<file path="src/rtl/uart_rx_framer.sv">
// 8N1 UART receiver with a one-entry holding register and idle-gap framing.
// Bytes are delivered over a valid/ready port; sof_o/eof_o mark frame boundaries.
module uart_rx_framer #(
    parameter int CLK_DIV   = 40,
    parameter int IDLE_BITS = 10
) (
    input  logic       clk_i,
    input  logic       rst_i,
    input  logic       rx,
    output logic [7:0] data_o,
    output logic       sof_o,
    output logic       valid_o,
    input  logic       ready_i,
    output logic       eof_o,
    output logic       err_frame_o,
    output logic       err_ovr_o,
    output logic [1:0] state_o
);

    // Handshake: a byte transfers on any rising clk_i edge where valid_o && ready_i;
    // data_o/sof_o are stable while valid_o=1 and ready_i=0.

    localparam int PW       = $clog2(CLK_DIV);
    localparam int IDLE_MAX = IDLE_BITS * CLK_DIV;
    localparam int IW       = $clog2(IDLE_MAX + 1);

    localparam logic [PW-1:0] PH_HALF  = PW'(CLK_DIV / 2 - 1);
    localparam logic [PW-1:0] PH_LAST  = PW'(CLK_DIV - 1);
    localparam logic [IW-1:0] IDLE_TOP = IW'(IDLE_MAX);

    typedef enum logic [1:0] {
        IDLE  = 2'd0,
        START = 2'd1,
        DATA  = 2'd2,
        STOP  = 2'd3
    } state_t;

    state_t          state;
    logic            rx_meta;
    logic            rx_s;
    logic            rx_d;
    logic [PW-1:0]   phase;
    logic [2:0]      bit_idx;
    logic [7:0]      shift;
    logic [IW-1:0]   idle_cnt;
    logic            in_frame;
    logic            byte_done;
    logic            byte_sof;
    logic [7:0]      byte_data;

    assign state_o = state;

    // rx_d is the previous rx_s, used only for start-edge detection.
    always_ff @(posedge clk_i) begin
        if (rst_i) begin
            rx_meta <= 1'b1;
            rx_s    <= 1'b1;
            rx_d    <= 1'b1;
        end else begin
            rx_meta <= rx;
            rx_s    <= rx_meta;
            rx_d    <= rx_s;
        end
    end

    always_ff @(posedge clk_i) begin
        if (rst_i) begin
            state       <= IDLE;
            phase       <= '0;
            bit_idx     <= '0;
            shift       <= '0;
            idle_cnt    <= '0;
            in_frame    <= 1'b0;
            byte_done   <= 1'b0;
            byte_sof    <= 1'b0;
            byte_data   <= '0;
            eof_o       <= 1'b0;
            err_frame_o <= 1'b0;
        end else begin
            byte_done   <= 1'b0;
            eof_o       <= 1'b0;
            err_frame_o <= 1'b0;
            case (state)
                IDLE: begin
                    if (rx_d && !rx_s) begin
                        state    <= START;
                        phase    <= '0;
                        idle_cnt <= '0;
                    end else if (rx_s && idle_cnt != IDLE_TOP) begin
                        idle_cnt <= idle_cnt + IW'(1);
                        // Fires only on the step into IDLE_TOP; saturation keeps it single.
                        if (idle_cnt == IDLE_TOP - IW'(1) && in_frame) begin
                            eof_o    <= 1'b1;
                            in_frame <= 1'b0;
                        end
                    end
                end
                START: begin
                    if (phase == PH_HALF) begin
                        if (rx_s) begin
                            state <= IDLE;
                        end else begin
                            state   <= DATA;
                            phase   <= '0;
                            bit_idx <= '0;
                        end
                    end else begin
                        phase <= phase + PW'(1);
                    end
                end
                DATA: begin
                    if (phase == PH_LAST) begin
                        phase <= '0;
                        shift <= {rx_s, shift[7:1]};
                        if (bit_idx == 3'd7) begin
                            state <= STOP;
                        end else begin
                            bit_idx <= bit_idx + 3'd1;
                        end
                    end else begin
                        phase <= phase + PW'(1);
                    end
                end
                STOP: begin
                    if (phase == PH_LAST) begin
                        state <= IDLE;
                        phase <= '0;
                        if (rx_s) begin
                            byte_done <= 1'b1;
                            byte_data <= shift;
                            byte_sof  <= !in_frame;
                            in_frame  <= 1'b1;
                        end else begin
                            err_frame_o <= 1'b1;
                        end
                    end else begin
                        phase <= phase + PW'(1);
                    end
                end
                default: state <= IDLE;
            endcase
        end
    end

    // A full, unaccepted holding register keeps its byte; the newcomer is dropped.
    always_ff @(posedge clk_i) begin
        if (rst_i) begin
            data_o    <= '0;
            sof_o     <= 1'b0;
            valid_o   <= 1'b0;
            err_ovr_o <= 1'b0;
        end else begin
            err_ovr_o <= 1'b0;
            if (byte_done) begin
                if (!valid_o || ready_i) begin
                    data_o  <= byte_data;
                    sof_o   <= byte_sof;
                    valid_o <= 1'b1;
                end else begin
                    err_ovr_o <= 1'b1;
                end
            end else if (valid_o && ready_i) begin
                valid_o <= 1'b0;
            end
        end
    end

endmodule
</file>
<file path="config.mk">
export PLATFORM = sky130hd
export DESIGN_NAME = uart_rx_framer
export DESIGN_NICKNAME = d
export VERILOG_FILES = /design/src/rtl/uart_rx_framer.sv
export SDC_FILE = /design/constraint.sdc
export NUM_CORES = 1
export LEC_CHECK = 0
export CAP_MARGIN = 20
export CORE_ASPECT_RATIO = 1.5
export CORE_UTILIZATION = 50
export DETAILED_ROUTE_END_ITERATION = 12
export GPL_TIMING_DRIVEN = 0
export PLACE_DENSITY = 0.76
export REMOVE_ABC_BUFFERS = 1
export SLEW_MARGIN = 20
export SYNTH_ARGS = -nofsm -noshare
export SYNTH_HDL_FRONTEND = slang
export SYNTH_SLANG_ARGS = --single-unit
</file>
<file path="constraint.sdc">
create_clock -name clk_i -period 2.05 [get_ports clk_i]
set_clock_uncertainty 0.1 [all_clocks]
set_input_delay 0.3075 -clock clk_i [delete_from_list [all_inputs] [get_ports clk_i]]
set_output_delay 0.3075 -clock clk_i [all_outputs]
set_load 0.005 [all_outputs]
</file>
======== Word level (Yosys, flattened, before mapping) ========
Cells that the tools add are included.
word-level totals
  register bits ........................... 55
  bits in latches ......................... 0
  bits in writable memories ............... 0
  ROM bits ................................ 0
  output and inout port bits .............. 15
  logic and storage cells ................. 105
  memories ................................ 0
operators by class
  add/sub/neg operators ................... 3
  $mul .................................... 0
  div/mod/pow operators ................... 0
  $lt $le $gt $ge ......................... 0
  equality and inequality tests ........... 21
  shift operators ......................... 0
  multiplexer cells ....................... 32
  bitwise logic cells ..................... 5
  reduce and logical (&&, ||, !) cells .... 26
operators with widths
  operator                                             number
  2-to-1 mux 6 bit                                     4
  != test 2 bit, second input constant                 11
  2-to-1 mux 9 bit                                     2
  one-hot mux 6 bit (3 select lines)                   1
  2-to-1 mux 1 bit                                     12
  2-to-1 mux 2 bit                                     6
  2-to-1 mux 3 bit                                     4
  AND reduction 2 bit                                  5
  AND reduction 5 bit                                  2
  adder 9 x 1 -> 9 bit, second input constant          1
  equality test 9 bit, second input constant           1
  != test 9 bit, second input constant                 1
  one-hot mux 2 bit (4 select lines)                   1
  nonzero test 2 bit                                   4
  adder 6 x 1 -> 6 bit, second input constant          1
  equality test 6 x 5 -> 1 bit, second input constant  1
  equality test 6 bit, second input constant           1
  one-hot mux 3 bit (2 select lines)                   1
  AND reduction 6 bit                                  1
  inverter 1 bit                                       5
  equality test 2 bit, second input constant           2
  logical AND 1 bit                                    4
  OR reduction 2 bit                                   2
  OR reduction 4 bit                                   1
  11 further kinds                                     13

======== Longest topological paths before layout ========
  depth in word-level cells ............... 6
  mapped depth ............................ 6
  depth with buffers taken out ............ 6

======== Worst setup path after synthesis ========
Ideal clock, no wire load.
  kind .................................... flip-flop to flip-flop
  start ................................... register idle_cnt[0]
  end ..................................... register idle_cnt[3]
  setup time .............................. 70 ps
  arrival time ............................ 1682 ps
  path slack .............................. 198 ps
  cell stages (with the launch flop) ...... 7
  path through ............................ dfxtp_1 > inv_1 > ha_1 > and4bb_1 > a311o_1 > or3_1 > a21oi_1
between the ends
  word-level cells in the longest chain between the ends .. 4
RTL lines
  element                                                       line  RTL
  start: declaration                                            45    logic [IW-1:0] idle_cnt;
  start signal: assignment                                      90    idle_cnt <= idle_cnt + IW'(1);
  branches (longest 4 deep; another with adder 9 x 1 -> 9 bit)  n/a
Several ways; the timed one is not identified. The select of a mux whose other input is x is not followed.
A chain may end at the register's enable or synchronous reset.

======== Worst setup path after layout ========
  start ................................... register rx_s
  end ..................................... register idle_cnt[0]
between the ends
  word-level cells in the longest chain between the ends .. 4
RTL lines
  element                               line  RTL
  start: declaration                    40    logic rx_s;
  start signal: assignment              61    rx_s <= rx_meta;
  zero test 1 bit                       85    if (rx_d && !rx_s) begin
  logical AND 1 bit                     85
  nonzero test 2 bit (no source line)   n/a
  AND reduction 2 bit (no source line)  n/a
Parallel ways exist; a longest one is shown, timed or not.

==> impl_metrics.tcl <==
set metrics [dict create \
    outcome "complete, no violations" \
    antenna_left 0 \
    worst_setup_path_start_kind "register" \
    cts_made_buffers 5 \
    cts-root-buf "clkbuf_8" \
    cp-startpoint "rx_s" \
    drtIter0Drc 100 \
    critPathRequiredTime_ns 2.17 \
    start_util 0.5159 \
    coreArea_um2 4810 \
    fill_cells 456 \
    p_sw_w 0.0004303 \
    synth_warnings 0 \
    synth_edf_count 0 \
    die_w_um 59.52 \
    grt_util_all_layers 0.1998 \
    tns_ns 0 \
    slew_headroom 0.5006 \
    cellLeakagePower_nw 1.076 \
    finalHoldViolations 0 \
    area_delta_synth_final_pct 14.62 \
    synth_area_um2 2481 \
    ys.flop_type "dfxtp_1" \
    n_antenna_cell 0 \
    dieHeight_um 88.28 \
    dp.cells 350 \
    setup_viol 0 \
    fin_nets 305 \
    ys_types 48 \
    ys_seq_area_frac 0.4438 \
    switching_share 0.2421 \
    crit_type "reg2reg" \
    drv_slew 0 \
    grt_max_degree 38 \
    synth.avg_cell_area_um2 8.893 \
    ios 19 \
    cap_viol_max_count 0 \
    arrival_ns 2.07 \
    fin_cells 363 \
    cts_tree "yes" \
    period_needed_ns 1.955 \
    synth_cells 279 \
    row_count 31 \
    cts_hold_buf 0 \
    ys_async_sr_fraction 0 \
    grt-ovfl-total 0 \
    drc 0 \
    layout-drive-gt1-share 0.1145 \
    port_buffers 18 \
    dp_slack_ns -0.5007 \
    worst_slack_ns 0.09480 \
    finalCritPeriodShare 0.9538 \
    gp_congestion 0.8251 \
    clock_latency_ns 0.31 \
    drt-total-wl_um 4961 \
    first_global_vias 1846 \
    path_max_fanout 10 \
    finalPower_w 0.001777 \
    rr_startpoint "rx_s" \
    endpoint_kind "register" \
    cts.sinks 55 \
    clock_path_buffers 2 \
    avgViaCountPerCell 5.667 \
    antenna_found_initial 0 \
    worst_pin_slew_ns 0.7482 \
    die_area_um2 5254 \
    worstHoldStart "rx_meta" \
    grt_pass1_wl_um 7955 \
    clock.fmax_mhz 511.5 \
    clkPwrFrac 0.337 \
    place_hpwl_um 3261 \
    vdd_drop_max_v 0.0004615 \
    ys_ff_latch 55 \
    post_drt_wl_per_cell_um 13.67 \
    p_per_area_nw_per_um2 624.8 \
    first_pass_iters 4 \
    clk_pin_slew_ns 0.10 \
    p_seq_frac 0.618 \
    p_int_w 0.001347 \
    htree_levels 2 \
    hold_path.class "reg2reg" \
    pwr-share-comb 0.044 \
    vias 2057 \
]
==> power by group through the flow <==
| stage | registers [W] | clock network, W | logic [W] |
|---|---|---|---|
| 2_1_floorplan | 0.00112 | 0 | 0.0000478 |
| 3_3_place_gp | 0.00112 | 0 | 0.0000773 |
| 3_5_place_dp | 0.00112 | 0 | 0.0000782 |
| 4_1_cts | 0.00110 | 0.000613 | 0.0000791 |
| 5_1_grt | 0.00110 | 0.000651 | 0.0000888 |
| 6_report | 0.00110 | 0.000599 | 0.0000788 |
==> state kept, by name (all words and copies together), names as in the netlist, named ones only <==
signal       count
bit_idx          3
byte_data        8
byte_done        1
byte_sof         1
data_o           8
eof_o            1
err_frame_o      1
err_ovr_o        1
idle_cnt         9
in_frame         1
phase            6
rx_d             1
rx_meta          1
rx_s             1
shift            8
sof_o            1
state_o          1
valid_o          1
==> path summary, 6_finish.rpt <==
| check | end | slack, ns | depth (start not counted) |
|---|---|---|---|
| max | idle_cnt[0] | 0.09 | 4 |
| min | rx_s | 0.32 | 1 |
| max reg2reg | idle_cnt[0] | 0.09 | 4 |
| min reg2reg | rx_s | 0.32 | 1 |
==> logic make-up (layout without fill, tap and decap cells) <==
family          after synthesis  count (layout)  synth area share
compound gates               58              58            0.1488
flops                        55              55            0.4438
simple gates                112             112            0.2431
xor+xnor                      1               1          0.003531
mux                          21              21           0.08522
buf+inv                      27              45           0.05043
fa+ha+maj                     5               5           0.02521
==> stage by stage <==
stage	cell area [um^2]	utilization	hold WS (ns)
after floorplan	2401	-	0.2766
after global placement	2664	0.5539	0.2916
after detailed placement	2679	0.5570	0.3005
after CTS	2798	0.5817	0.3261
after global routing	2844	0.5913	0.3395
final	2844	0.5913	0.3232
==> placed cells by master, fill, tap and decap left out, types with 3 or more instances in the layout <==
master | Yosys | final
a21oi_1 | 22 | 22
nand4_1 | 6 | 6
a211oi_1 | 5 | 5
buf_4 | 1 | 7
ha_1 | 5 | 4
nand2_1 | 31 | 31
nor2_1 | 23 | 22
clkbuf_8 | 0 | 5
a2111oi_0 | 3 | 3
o21ai_0 | 11 | 10
mux2i_1 | 20 | 20
or3_1 | 5 | 5
clkdlybuf4s50_1 | 0 | 17
or2_2 | 3 | 3
nor3_1 | 4 | 3
nand3_1 | 18 | 17
o21ai_1 | 2 | 3
dfxtp_1 | 55 | 51
and3_1 | 5 | 5
dfxtp_2 | 0 | 4
inv_1 | 11 | 11
==> timing repair <==
| item | in CTS | in global routing |
|---|---|---|
| endpoints found under the setup margin | 19 | 24 |
| gates resized for setup | 6 | 5 |
| buffers inserted | 1 | 4 |
| cloned | 0 | 0 |
| pin swaps | 1 | 1 |
==> routing by layer <==
layer / vias up / share of wire / track usage
met5: - / 0 / 0
met4: 0 / 0.020 / 0.1142
met3: 12 / 0.032 / 0.02632
met2: 51 / 0.51 / 0.3596
met1: 957 / 0.43 / 0.2201
li1: 1037 / - / -
==> critical path: stages (launching register included) <==
cell and delay, ns:
dfxtp_1 0.57, clkinv_1 0.37, a211oi_1 0.51, nor2_1 0.08
a211oi_1 0.23
==> Yosys cell counts (all sizes together) (2+ instances only) <==
cell | instances | area [um^2]
nor2b | 2 | 12.51
buf | 7 | 50.05
or3 | 5 | 31.28
nor2 | 23 | 86.33
clkbuf | 8 | 30.03
and3 | 5 | 31.28
nand4bb | 2 | 22.52
inv | 11 | 41.29
or2 | 4 | 25.03
ha | 5 | 62.56
nor3 | 4 | 20.02
a21oi | 22 | 110.1
a2111oi | 3 | 26.28
a311oi | 2 | 17.52
and4bb | 4 | 50.04
a221o | 2 | 20.02
dfxtp | 55 | 1101
o21ai | 13 | 65.06
a22oi | 2 | 15.01
nand3 | 18 | 90.09
mux2i | 20 | 200.2
nand4 | 6 | 37.54
a31o | 2 | 17.52
a211oi | 5 | 37.54
nand2 | 31 | 116.4
==> area by class of cell <==
class,count,area [um^2],share of cell area
clock buffers,5,68.82,0.02420
inverters,12,45.04,0.01584
well taps,66,82.58,0.02904
flip-flops and latches,55,1106,0.3889
repair buffers,25,227.7,0.08007
multi-input cells,197,1294,0.4549
clock inverters,3,20.02,0.007039
(Power assumes the default switching activity.)
